`src/rtl/router_fifo_if.sv`:
```
// router_fifo_if
// Groups the write/read handshake and data bus of the router FIFO.
//   soft_reset : synchronous flush from the sync stage (read timeout)
//   write_enb  : write strobe
//   read_enb   : read strobe from the output port consumer
//   lfd_state  : current write word is a packet header
//   data_in    : write data (header: [7:2] length, [1:0] address)
//   data_out   : registered read data
//   empty      : no stored words
//   full       : 16 words stored
// Modports: master drives strobes and write data; slave is the FIFO.
interface router_fifo_if;
    logic       soft_reset;
    logic       write_enb;
    logic       read_enb;
    logic       lfd_state;
    logic [7:0] data_in;
    logic [7:0] data_out;
    logic       empty;
    logic       full;

    modport master (
        output soft_reset, write_enb, read_enb, lfd_state, data_in,
        input  data_out, empty, full
    );

    modport slave (
        input  soft_reset, write_enb, read_enb, lfd_state, data_in,
        output data_out, empty, full
    );
endinterface

```
`src/rtl/router_fifo.sv`:
```
// router_fifo
// 16-entry x 9-bit packet FIFO for one router output port. Bit 8 of each
// entry records whether the word was a header; a 7-bit packet counter tracks
// the bytes still to be delivered so that data_out idles between packets.
// Ports:
//   clock  : rising-edge clock
//   resetn : asynchronous active-low reset
//   fifo   : router_fifo_if.slave (soft_reset, write_enb, read_enb,
//            lfd_state, data_in, data_out, empty, full)
// Configuration:
//   ROUTER_FIFO_TRISTATE_EN : when defined, the idle value of data_out is
//                             high impedance; otherwise it is 8'h00.
module router_fifo (
    input  logic          clock,
    input  logic          resetn,
    router_fifo_if.slave  fifo
);

    logic [8:0] mem [16];
    logic [4:0] wr_ptr;
    logic [4:0] rd_ptr;
    logic [6:0] pkt_count;
    logic [7:0] data_q;
    logic       out_valid;
    logic       wr_acc;
    logic       rd_acc;
    logic [8:0] rd_entry;

    // Bit 4 of each pointer is a wrap marker so equal indexes can be told
    // apart as either empty (same lap) or full (one lap apart).
    assign fifo.empty = (wr_ptr == rd_ptr);
    assign fifo.full  = (wr_ptr[3:0] == rd_ptr[3:0]) && (wr_ptr[4] != rd_ptr[4]);

    assign wr_acc   = fifo.write_enb && !fifo.full  && !fifo.soft_reset;
    assign rd_acc   = fifo.read_enb  && !fifo.empty && !fifo.soft_reset;
    assign rd_entry = mem[rd_ptr[3:0]];

    always_ff @(posedge clock or negedge resetn) begin
        if (!resetn) begin
            wr_ptr <= '0;
            for (int i = 0; i < 16; i++) mem[i] <= '0;
        end else if (fifo.soft_reset) begin
            wr_ptr <= '0;
            for (int i = 0; i < 16; i++) mem[i] <= '0;
        end else if (wr_acc) begin
            mem[wr_ptr[3:0]] <= {fifo.lfd_state, fifo.data_in};
            wr_ptr           <= wr_ptr + 5'd1;
        end
    end

    // A header reload counts payload plus the trailing parity byte. The
    // output stays valid while bytes of a packet remain, so it only drops to
    // idle once the counter has run out and no read is taking place.
    always_ff @(posedge clock or negedge resetn) begin
        if (!resetn) begin
            rd_ptr    <= '0;
            pkt_count <= '0;
            data_q    <= '0;
            out_valid <= 1'b0;
        end else if (fifo.soft_reset) begin
            rd_ptr    <= '0;
            pkt_count <= '0;
            data_q    <= '0;
            out_valid <= 1'b0;
        end else if (rd_acc) begin
            rd_ptr    <= rd_ptr + 5'd1;
            data_q    <= rd_entry[7:0];
            out_valid <= 1'b1;
            if (rd_entry[8])
                pkt_count <= {1'b0, rd_entry[7:2]} + 7'd1;
            else if (pkt_count != 7'd0)
                pkt_count <= pkt_count - 7'd1;
        end else if (pkt_count == 7'd0) begin
            out_valid <= 1'b0;
        end
    end

`ifdef ROUTER_FIFO_TRISTATE_EN
    assign fifo.data_out = out_valid ? data_q : 8'bz;
`else
    assign fifo.data_out = out_valid ? data_q : 8'h00;
`endif

endmodule

```
`src/flat_wrapper.sv`:
```
// flat-port wrapper written by rule: the top's interface ports become plain ports
module router_fifo_flat 
  (clock, resetn, fifo_soft_reset, fifo_write_enb, fifo_read_enb, fifo_lfd_state, fifo_data_in, fifo_data_out, fifo_empty, fifo_full);
  router_fifo_if fifo_i ();
  input  logic clock;
  input  logic resetn;
  input wire logic [$bits(fifo_i.soft_reset)-1:0] fifo_soft_reset;
  input wire logic [$bits(fifo_i.write_enb)-1:0] fifo_write_enb;
  input wire logic [$bits(fifo_i.read_enb)-1:0] fifo_read_enb;
  input wire logic [$bits(fifo_i.lfd_state)-1:0] fifo_lfd_state;
  input wire logic [$bits(fifo_i.data_in)-1:0] fifo_data_in;
  output wire logic [$bits(fifo_i.data_out)-1:0] fifo_data_out;
  output wire logic [$bits(fifo_i.empty)-1:0] fifo_empty;
  output wire logic [$bits(fifo_i.full)-1:0] fifo_full;
  assign fifo_i.soft_reset = fifo_soft_reset;
  assign fifo_i.write_enb = fifo_write_enb;
  assign fifo_i.read_enb = fifo_read_enb;
  assign fifo_i.lfd_state = fifo_lfd_state;
  assign fifo_i.data_in = fifo_data_in;
  assign fifo_data_out = fifo_i.data_out;
  assign fifo_empty = fifo_i.empty;
  assign fifo_full = fifo_i.full;
  router_fifo u_core (.clock(clock), .resetn(resetn), .fifo(fifo_i));
endmodule
```
`config.mk`:
```
export PLATFORM = sky130hd
export DESIGN_NAME = router_fifo_flat
export DESIGN_NICKNAME = d
export VERILOG_FILES = /design/src/rtl/router_fifo_if.sv /design/src/rtl/router_fifo.sv /design/src/flat_wrapper.sv
export SDC_FILE = /design/constraint.sdc
export NUM_CORES = 1
export LEC_CHECK = 0
export BUFFER_PORTS_ARGS = -buffer_cell sky130_fd_sc_hd__buf_2
export CORE_AREA = 2 2 189 191
export DETAILED_ROUTE_END_ITERATION = 7
export DIE_AREA = 0 0 191 193
export HOLD_SLACK_MARGIN = 0.12
export PLACE_DENSITY_LB_ADDON = 0.3
export SLEW_MARGIN = 10
export SYNTH_ARGS = -nofsm -noshare
export SYNTH_HDL_FRONTEND = slang
export SYNTH_SLANG_ARGS = --single-unit
```
`constraint.sdc`:
```
create_clock -name clock -period 2.2 [get_ports clock]
set_input_delay 0.33 -clock clock [delete_from_list [all_inputs] [get_ports clock]]
set_output_delay 0.33 -clock clock [all_outputs]
set_load 0.1 [all_outputs]
```
Yosys cells after proc, flatten, opt, wreduce, memory -nomap -nowiden
Index checks and enable logic that the tools add are counted.
- bits in registers: 170
- input bits: 14
- word-level logic and storage cells: 71
- add/subtract/negate cells: 4
- magnitude comparators: 3
- eq/ne operators: 3
- multiplexer cells: 22
- bitwise gates (word level): 2
- reduce and logical (&&, ||, !) cells: 16
- operators with widths (kind ; number):
    144-bit 2-to-1 mux ; 2
    144-bit bitwise mux ; 1
    9-bit binary-select mux with 4-bit select ; 1
    9-bit demux with 4-bit select ; 1
    7-bit 2-to-1 mux ; 4
    9-bit 2-to-1 mux ; 3
    8-bit 2-to-1 mux ; 3
    5-bit 2-to-1 mux ; 4
    5-bit by 1-bit adder with 5-bit output (second input constant) ; 2
    5-bit >= comparator (second input constant) ; 2
    4-bit NOT with 5-bit output ; 2
    6-bit by 1-bit adder with 7-bit output (second input constant) ; 1
    7-bit logical NOT ; 1
    7-bit nonzero test ; 1
    7-bit by 1-bit subtractor with 7-bit output (second input constant) ; 1
    1-bit logical AND ; 6
    3-bit nonzero test ; 2
    5-bit equality test ; 1
    5-bit by 1-bit less-than comparator with 1-bit output (second input constant) ; 1
    4-bit equality test ; 1
    2-bit nonzero test ; 2
    1-bit logical NOT ; 3
    1-bit 2-to-1 mux ; 3
    2-bit AND reduction ; 1
    1-bit != test ; 1

Longest topological paths before layout
Gate-level depths: netlist of run 1.
- word-level depth: 8
- mapped depth: 9
- gate-level depth less buffers: 8

Worst setup path before layout of run 1
No wires, ideal clock.
- path type: reg2out
- from: reg u_core.wr_ptr[3]
- to: out fifo_empty
- data arrival time: 2.091 ns
- data required time: 1.870 ns
- path slack: -0.221 ns
- stages on the path, launching flop included: 5
- buffers on the path: 1
- cells stage by stage: dfrtp_1 > buf_4 > xnor2_1 > nand4_1 > nor2_1
- longest elaborated chain between the ends: 1
- ends and longest elaborated chain (element ; line ; source):
    start: declaration ; router_fifo.sv:20 ; logic [4:0] wr_ptr;
    start signal: assignment ; router_fifo.sv:47 ; wr_ptr <= wr_ptr + 5'd1;
    5-bit equality test ; router_fifo.sv:31 ; assign fifo.empty = (wr_ptr == rd_ptr);
    end: declaration ; flat_wrapper.sv:13 ; output wire logic [$bits(fifo_i.empty)-1:0] fifo_empty;
Every way passes these cells.

Worst setup path in the final report of run 1
- from: reg u_core.rd_ptr[0]
- to: reg u_core.pkt_count[1]
- longest elaborated chain between the ends: 8
- ends and longest elaborated chain (element ; line ; source):
    start: declaration ; router_fifo.sv:21 ; logic [4:0] rd_ptr;
    start signal: assignment ; router_fifo.sv:66 ; rd_ptr <= rd_ptr + 5'd1;
    4-bit NOT with 5-bit output (implied by the code) ; router_fifo.sv:36 ; assign rd_entry = mem[rd_ptr[3:0]];
    9-bit binary-select mux with 4-bit select ; router_fifo.sv:36 ;
    9-bit 2-to-1 mux (implied by the code) (2 in series) ; router_fifo.sv:36 ;
    6-bit by 1-bit adder with 7-bit output ; router_fifo.sv:70 ; pkt_count <= {1'b0, rd_entry[7:2]} + 7'd1;
    7-bit 2-to-1 mux ; router_fifo.sv:69 ; if (rd_entry[8])
    7-bit 2-to-1 mux ; router_fifo.sv:65 ; end else if (rd_acc) begin
    7-bit 2-to-1 mux ; router_fifo.sv:60 ; end else if (fifo.soft_reset) begin
    end signal: assignment ; router_fifo.sv:70 ;
    end signal: assignment ; router_fifo.sv:72 ; pkt_count <= pkt_count - 7'd1;
    end: declaration ; router_fifo.sv:22 ; logic [6:0] pkt_count;
Parallel ways exist; a longest one is shown, timed or not. The select of a mux whose other input is x is not followed.
A chain may end at the register's enable or synchronous reset.

==> key figures, run 1 <==
Run status
  – Status: finished, violations left
  – Failing checks: negative setup slack

Critical path
  – Crit-path slowest cell: mux4_2
  – Worst setup SP type: register
  – Most used cell, CP: buf_12
  – Critical path data required time: 2510 ps
  – Critical-path cell list: buf_12 > buf_12 > mux4_2 > a22oi_2 > nand2_2 > ha_4 > mux2i_1 > a221oi_1
  – CP endpoint kind: register
  – Crit path max fanout: 6
  – Setup CP Type: register to register
  – Critical Path Max Stage Delay: 520 ps
  – Worst EP arrival: 2610 ps

Drt
  – Initial DRC Count: 575
  – Final WL: 26600 µm
  – Vias: 6834
  – DR vias/cell: 4.89
  – # DRC: 0
  – Number of detailed-route iterations in the first pass: 5
  – Antenna viol nets, final: 0
  – DR WL/cell: 19.0 µm

GRT
  – Number of global-route vias before repair: 6857
  – First-pass GRT wire length: 42100 µm
  – Initial antenna violation count: 1
  – GRT overflow: 0
  – Largest net degree at the start of global routing: 93
  – GR Util All Layers: 15.1%

Pwr
  – Worst ir drop on vdd: 0.542 mV
  – Pleak: 4.61 nW
  – Total chip power: 8.33 mW
  – PwrDens: 771 nW/µm²

Timing
  – Fin. Hold Viols: 0
  – Clock skew: 10.6 ps
  – Final Cycle Share: 104%
  – Tmin final: 2300 ps
  – Final worst slack: -95.7 ps
  – Fmax: 436 MHz
  – Final setup vio count: 7
  – RSZ-0062 raised after global routing: yes
  – Pins Over Slew Limit: 0
  – Hold_ws: 332 ps
  – Worst-margin pin slew: 700 ps
  – Worst slew margin: 53.2%

Clocking
  – Clock slew at reported path FFs: 70 ps
  – Clk Latency, worst-skew pair: 420 ps
  – H-Tree Depth: 4
  – Clock sink count: 170
  – CTS Buffer Depth: 2
  – CTS root buffer: clkbuf_16
  – Total CTS buffers: 17
  – CTS tree: yes

Run
  – Total of max-cap violations: 0

Die
  – Site Rows: 69
  – I/O pin cnt: 24
  – Initial core utilization: 24.7%
  – Core ar.: 35000 µm²
  – Die ar.: 36900 µm²
  – Chip height: 193 µm
  – Chip Width: 191 µm

Synth
  – Ys Warns: 0
  – Post-synth top flop: dfrtp_1
  – #FFs+latches synth: 170
  – Number of synthesized flops with an enable pin: 0
  – Cells after Synth: 866
  – Avg Cell Area, Syn: 9.95 µm²
  – Syn nets: 887
  – Area of the mapped netlist: 8620 µm²
  – Seq/Total Area, Yosys: 49.3%
  – Netlist cell types: 39
  – Ys async rst share: 100%

Final layout
  – Finished Cell Area: 10800 µm²
  – Area of the multi-input gates: 4100 µm²
  – Fillers: 3625
  – Sequential cell area: 4260 µm²
  – # nets final: 947
  – # diodes: 0
  – Commonest non-fill, non-tap cell in the layout: dfrtp_1
  – Share of layout cells above drive strength 1: 24.5%
  – Area growth from synthesis to layout: 25.3%
  – Most frequent cells in the layout: 168 x dfrtp_1, 144 x nand2_1, 120 x a21oi_1

Placement
  – I/O Buffers: 23
  – HPWL after detailed placement: 17200 µm
  – Placed inst area: 9890 µm²
  – RD Place Congestion: 0.821

Hold path
  – Hold WC Path Type: primary input to register
-- final cells by class --
class	count	area share (%)
flip-flops and latches	170	39.4
multi-input cells	603	38.0
repair buffers	126	11.5
well taps	461	5.34
clock buffers	21	4.26
clock inverters	9	1.30
inverters	8	0.278
-- through the flow --
stage	setup WS, ps	setup TNS, ps	utilization, %	instances
after floorplan	-66.5	-145	-	866
after global placement	-157	-6150	28.3	1354
after detailed placement	-164	-9240	28.3	1354
after CTS	-131	-652	30.9	1400
after global routing	-144	-1600	30.9	1398
final	-95.7	-356	30.9	1398
-- synth_stat cells, types with 2 or more instances --
library cell / number / area share, %
a2111oi_4: 3 / 0.96
a21oi_1: 122 / 7.1
a22oi_1: 13 / 1.1
and2_1: 10 / 0.73
and4_1: 2 / 0.20
buf_1: 4 / 0.17
buf_2: 9 / 0.52
buf_4: 8 / 0.70
buf_6: 2 / 0.26
clkbuf_1: 62 / 2.7
dfrtp_1: 170 / 49
ha_1: 7 / 1.0
inv_1: 8 / 0.35
mux2i_1: 38 / 4.4
mux4_1: 5 / 1.5
mux4_2: 35 / 9.1
nand2_1: 150 / 6.5
nand3_1: 110 / 6.4
nand4_1: 7 / 0.51
nor2_1: 54 / 2.4
nor2b_1: 2 / 0.15
nor3_1: 5 / 0.29
o21ai_0: 2 / 0.12
o21ai_1: 4 / 0.23
o22ai_1: 4 / 0.29
or3_1: 2 / 0.15
xnor2_1: 10 / 1.0
xor2_1: 7 / 0.71
-- worst max-delay path, delay by kind of cell (launching register included) --
family | cells | cell delay (ps)
compound gates | 2 | 500
fa+ha+maj | 1 | 280
buf+inv | 2 | 280
flops | 1 | 420
mux | 2 | 590
simple gates | 1 | 120
-- path summary, 6_finish.rpt --
path / slack (ps) / from / end / depth (start not counted)
max: -100 / u_core.rd_ptr[0] / u_core.pkt_count[1] / 8
min: 330 / fifo_soft_reset / u_core.wr_ptr[1] / 2
max reg2reg: -100 / u_core.rd_ptr[0] / u_core.pkt_count[1] / 8
min reg2reg: 520 / u_core.data_q[0] / u_core.data_q[0] / 2
max in group asynchronous: 1080 / resetn / u_core.mem[42] / 3
min in group asynchronous: 430 / resetn / u_core.mem[135] / 2
-- power breakdown --
part	internal, mW	leakage (nW)	switching [mW]	total, mW
Combinational	0.807	1.96	1.12	1.93
Clock	1.85	0.286	1.27	3.12
Sequential	3.21	2.36	0.0717	3.28
-- registers in the layout (all words and copies together) (netlist names) --
signal            flops
u_core.mem          144
u_core.data_q         8
u_core.pkt_count      7
u_core.rd_ptr         5
u_core.wr_ptr         5
u_core.out_valid      1
-- cell families (layout without fill, tap and decap cells) --
family | Yosys count | after routing | share of synthesized area, %
buf+inv | 93 | 164 | 4.70
fa+ha+maj | 7 | 7 | 1.02
mux | 78 | 78 | 15.1
compound gates | 154 | 154 | 10.4
simple gates | 347 | 347 | 17.7
flops | 170 | 170 | 49.3
xor+xnor | 17 | 17 | 1.73
-- per-layer routing --
layer	share of wire [%]	GRT usage [%]	up-vias
met5	0.041	0	-
met1	45	20.5	3467
met3	5.2	2.93	26
met2	48	24.0	188
met4	2.0	5.19	2
li1	-	-	3151
-- timing repair --
| action | 4_1_cts | 5_1_grt |
|---|---|---|
| hold buffers | 1 | 0 |
| endpoints found under the setup margin | 149 | 90 |
| pin swaps | 21 | 14 |
| gates resized for setup | 42 | 17 |
| hold endpoints to repair | 44 | 0 |
| gates cloned | 3 | 0 |
| buffers inserted | 12 | 1 |
(Power assumes the default switching activity.)
==> inputs of run 2 (changes only) <==
--- a/config.mk
+++ b/config.mk
@@ -10,7 +10,7 @@
 export DETAILED_ROUTE_END_ITERATION = 7
 export DIE_AREA = 0 0 191 193
 export HOLD_SLACK_MARGIN = 0.12
-export PLACE_DENSITY_LB_ADDON = 0.3
+export PLACE_DENSITY_LB_ADDON = 0.25
 export SLEW_MARGIN = 10
 export SYNTH_ARGS = -nofsm -noshare
 export SYNTH_HDL_FRONTEND = slang
==> key figures, run 2 (synthesis gave the netlist of run 1 again) <==
Timing
  – Worst slew margin: 56.0% (+2.8 points)
  – Worst-margin pin slew: 658 ps (-42.0 ps)
  – Fmax: 437 MHz (+0.29%)
  – RSZ-0062 raised after global routing: yes
  – Fin. Hold Viols: 0 (unchanged)
  – Pins Over Slew Limit: 0 (unchanged)
  – Hold_ws: 336 ps (+4.47 ps)
  – Tmin final: 2290 ps (-6.62 ps)
  – Final worst slack: -89.0 ps (+6.61 ps)
  – Clock skew: 12.2 ps (+1.58 ps)
  – Final setup vio count: 22 (+15)
  – Final Cycle Share: 104% (-0.30 points)

Final layout
  – Share of layout cells above drive strength 1: 30.5% (+6.0 points)
  – # diodes: 0 (unchanged)
  – Most frequent cells in the layout: 168 x dfrtp_1, 127 x nand2_1, 106 x a21oi_1
  – Largest Register: u_core.mem
  – Fillers: 3543 (-2.3%)
  – Finished Cell Area: 11300 µm² (+4.7%)
  – Largest registers: u_core.mem x144, u_core.data_q x8, u_core.pkt_count x7
  – # nets final: 962 (+1.6%)
  – Area growth from synthesis to layout: 31.2%
  – Commonest non-fill, non-tap cell in the layout: dfrtp_1
  – Fin cells: 1415 (+1.2%)
  – Largest register FFs: 144 (unchanged)

Critical path
  – CP endpoint kind: register
  – Critical-path cell list: buf_4 > mux4_2 > mux4_2 > a21boi_1 > nand4_2 > xor2_1 > o22ai_1
  – Logic depth of the worst path, buffers included: 7 (-1)
  – Flop2flop setup slack: -90 ps (about the same)
  – Worst setup SP type: register
  – Crit-path slowest cell: mux4_2
  – Critical path data required time: 2510 ps (about the same)
  – Worst EP arrival: 2600 ps (about the same)
  – Most used cell, CP: mux4_2
  – Setup CP Type: register to register
  – Buf+Inv Stages, Crit Path: 1 (-1)
  – Critical Path Max Stage Delay: 540 ps (+20 ps)
  – Family with the most delay on the worst path: multiplexers
  – Crit path max fanout: 4 (-2)
  – Reg2Reg Depth: 7 (-1)

Die
  – Core ar.: 35000 µm² (unchanged)
  – Site Rows: 69 (unchanged)
  – Chip height: 193 µm (unchanged)
  – Chip Width: 191 µm (unchanged)
  – Die ar.: 36900 µm² (unchanged)
  – I/O pin cnt: 24 (unchanged)
  – Initial core utilization: 24.7% (unchanged)

Clocking
  – Total CTS buffers: 17 (unchanged)
  – Clock sink count: 170 (unchanged)
  – CTS tree: yes
  – Clk Latency, worst-skew pair: 450 ps (+30 ps)
  – H-Tree Depth: 4 (unchanged)
  – CTS Buffer Depth: 2 (unchanged)
  – Clock slew at reported path FFs: 80 ps (about the same)
  – CTS root buffer: clkbuf_16

Placement
  – I/O Buffers: 23 (unchanged)
  – Placed inst area: 9960 µm² (+0.71%)
  – HPWL after detailed placement: 16900 µm (-1.8%)
  – Pre-CTS setup slack: -193 ps (-28.6 ps)
  – RD Place Congestion: 0.799 (-2.7%)
  – Placed cells: 1355 (+0.074%)

Pwr
  – PwrDens: 736 nW/µm² (-4.5%)
  – Pleak: 4.83 nW (+4.8%)
  – Worst ir drop on vdd: 0.468 mV (-14%)
  – Total chip power: 8.33 mW (about the same)

Run status
  – Failing checks: negative setup slack
  – Status: finished, violations left

GRT
  – GR Util All Layers: 15.5% (+0.47 points)
  – GRT overflow: 0 (unchanged)
  – Initial antenna violation count: 1 (unchanged)
  – First-pass GRT wire length: 43300 µm (+2.8%)
  – Number of global-route vias before repair: 7022 (+2.4%)
  – Largest net degree at the start of global routing: 74 (-20%)

Drt
  – Initial DRC Count: 591 (+2.8%)
  – Number of detailed-route iterations in the first pass: 5 (unchanged)
  – Final WL: 28000 µm (+5.5%)
  – DR vias/cell: 4.99 (+2.0%)
  – Vias: 7057 (+3.3%)
  – # DRC: 0 (unchanged)
  – DR WL/cell: 19.8 µm (+4.2%)
  – Antenna viol nets, final: 0 (unchanged)

Hold path
  – Hold path depth: 3 (+1)
  – Hold WC Path Type: primary input to register

Run
  – Total of max-cap violations: 0 (unchanged)
-- run 2: cell types whose count changed in the layout (fill, tap and decap cells not counted), moves of 12 or more --
cell and delta:
buf_6 +17, buf_4 -17, a21oi_2 +15, nand3_1 -12, nand2_1 -17, a21oi_1 -14
-- run 2: metrics by stage --
stage	setup TNS, ps	util (%)
after global routing	-3530	32.3
after CTS	-464	31.4
after floorplan	-145	-
after global placement	-9840	28.5
final	-854	32.3
after detailed placement	-10870	28.5
-- run 2: worst reg2reg max path: stages, from the launching register on --
cell and delay [ps]:
dfrtp_2 420, buf_4 170, mux4_2 540, mux4_2 520, a21boi_1 160, nand4_2 110
xor2_1 150, o22ai_1 90
-- run 2: where the power goes --
group	switching (mW)	internal (mW)	leakage, nW	total [mW]
Combinational	1.16	0.896	2.21	2.06
Clock	1.48	1.52	0.266	3.00
Sequential	0.0702	3.21	2.36	3.28
Total	2.71	5.62	4.83	8.33
-- run 2: final timing paths --
check,start,endpoint
setup / recovery,u_core.rd_ptr[0],u_core.pkt_count[5]
setup reg to reg,u_core.rd_ptr[0],u_core.pkt_count[5]
hold / removal,fifo_data_in[3],u_core.mem[84]
max in group asynchronous,resetn,u_core.rd_ptr[1]
min in group asynchronous,resetn,u_core.mem[85]
hold reg to reg,u_core.mem[96],u_core.mem[96]
-- run 2: cell type report --
| class | instances | area (µm²) | area share [%] |
|---|---|---|---|
| sequential | 170 | 4260 | 37.6 |
| multi-input combinational | 603 | 4300 | 38.0 |
| timing repair buffer | 141 | 1590 | 14.0 |
| clock inverter | 14 | 123 | 1.08 |
| tap | 461 | 577 | 5.10 |
| clock buffer | 18 | 439 | 3.88 |
| inverter | 8 | 30.0 | 0.265 |
-- run 2: routing by layer --
metal	vias to the layer above	GRT usage, %	wire length, µm
met5	-	0	0
met4	0	4.44	524
met3	35	2.91	1200
met2	175	24.5	13300
met1	3658	21.8	13100
li1	3189	-	-
-- run 2: timing repair --
action,in CTS,in global routing
endpoints found under the setup margin,148,117
endpoints found under the hold margin,35,0
pin swaps,16,27
resized for setup,60,75
hold buffers,1,0
cloned,3,5
buffers inserted,19,7
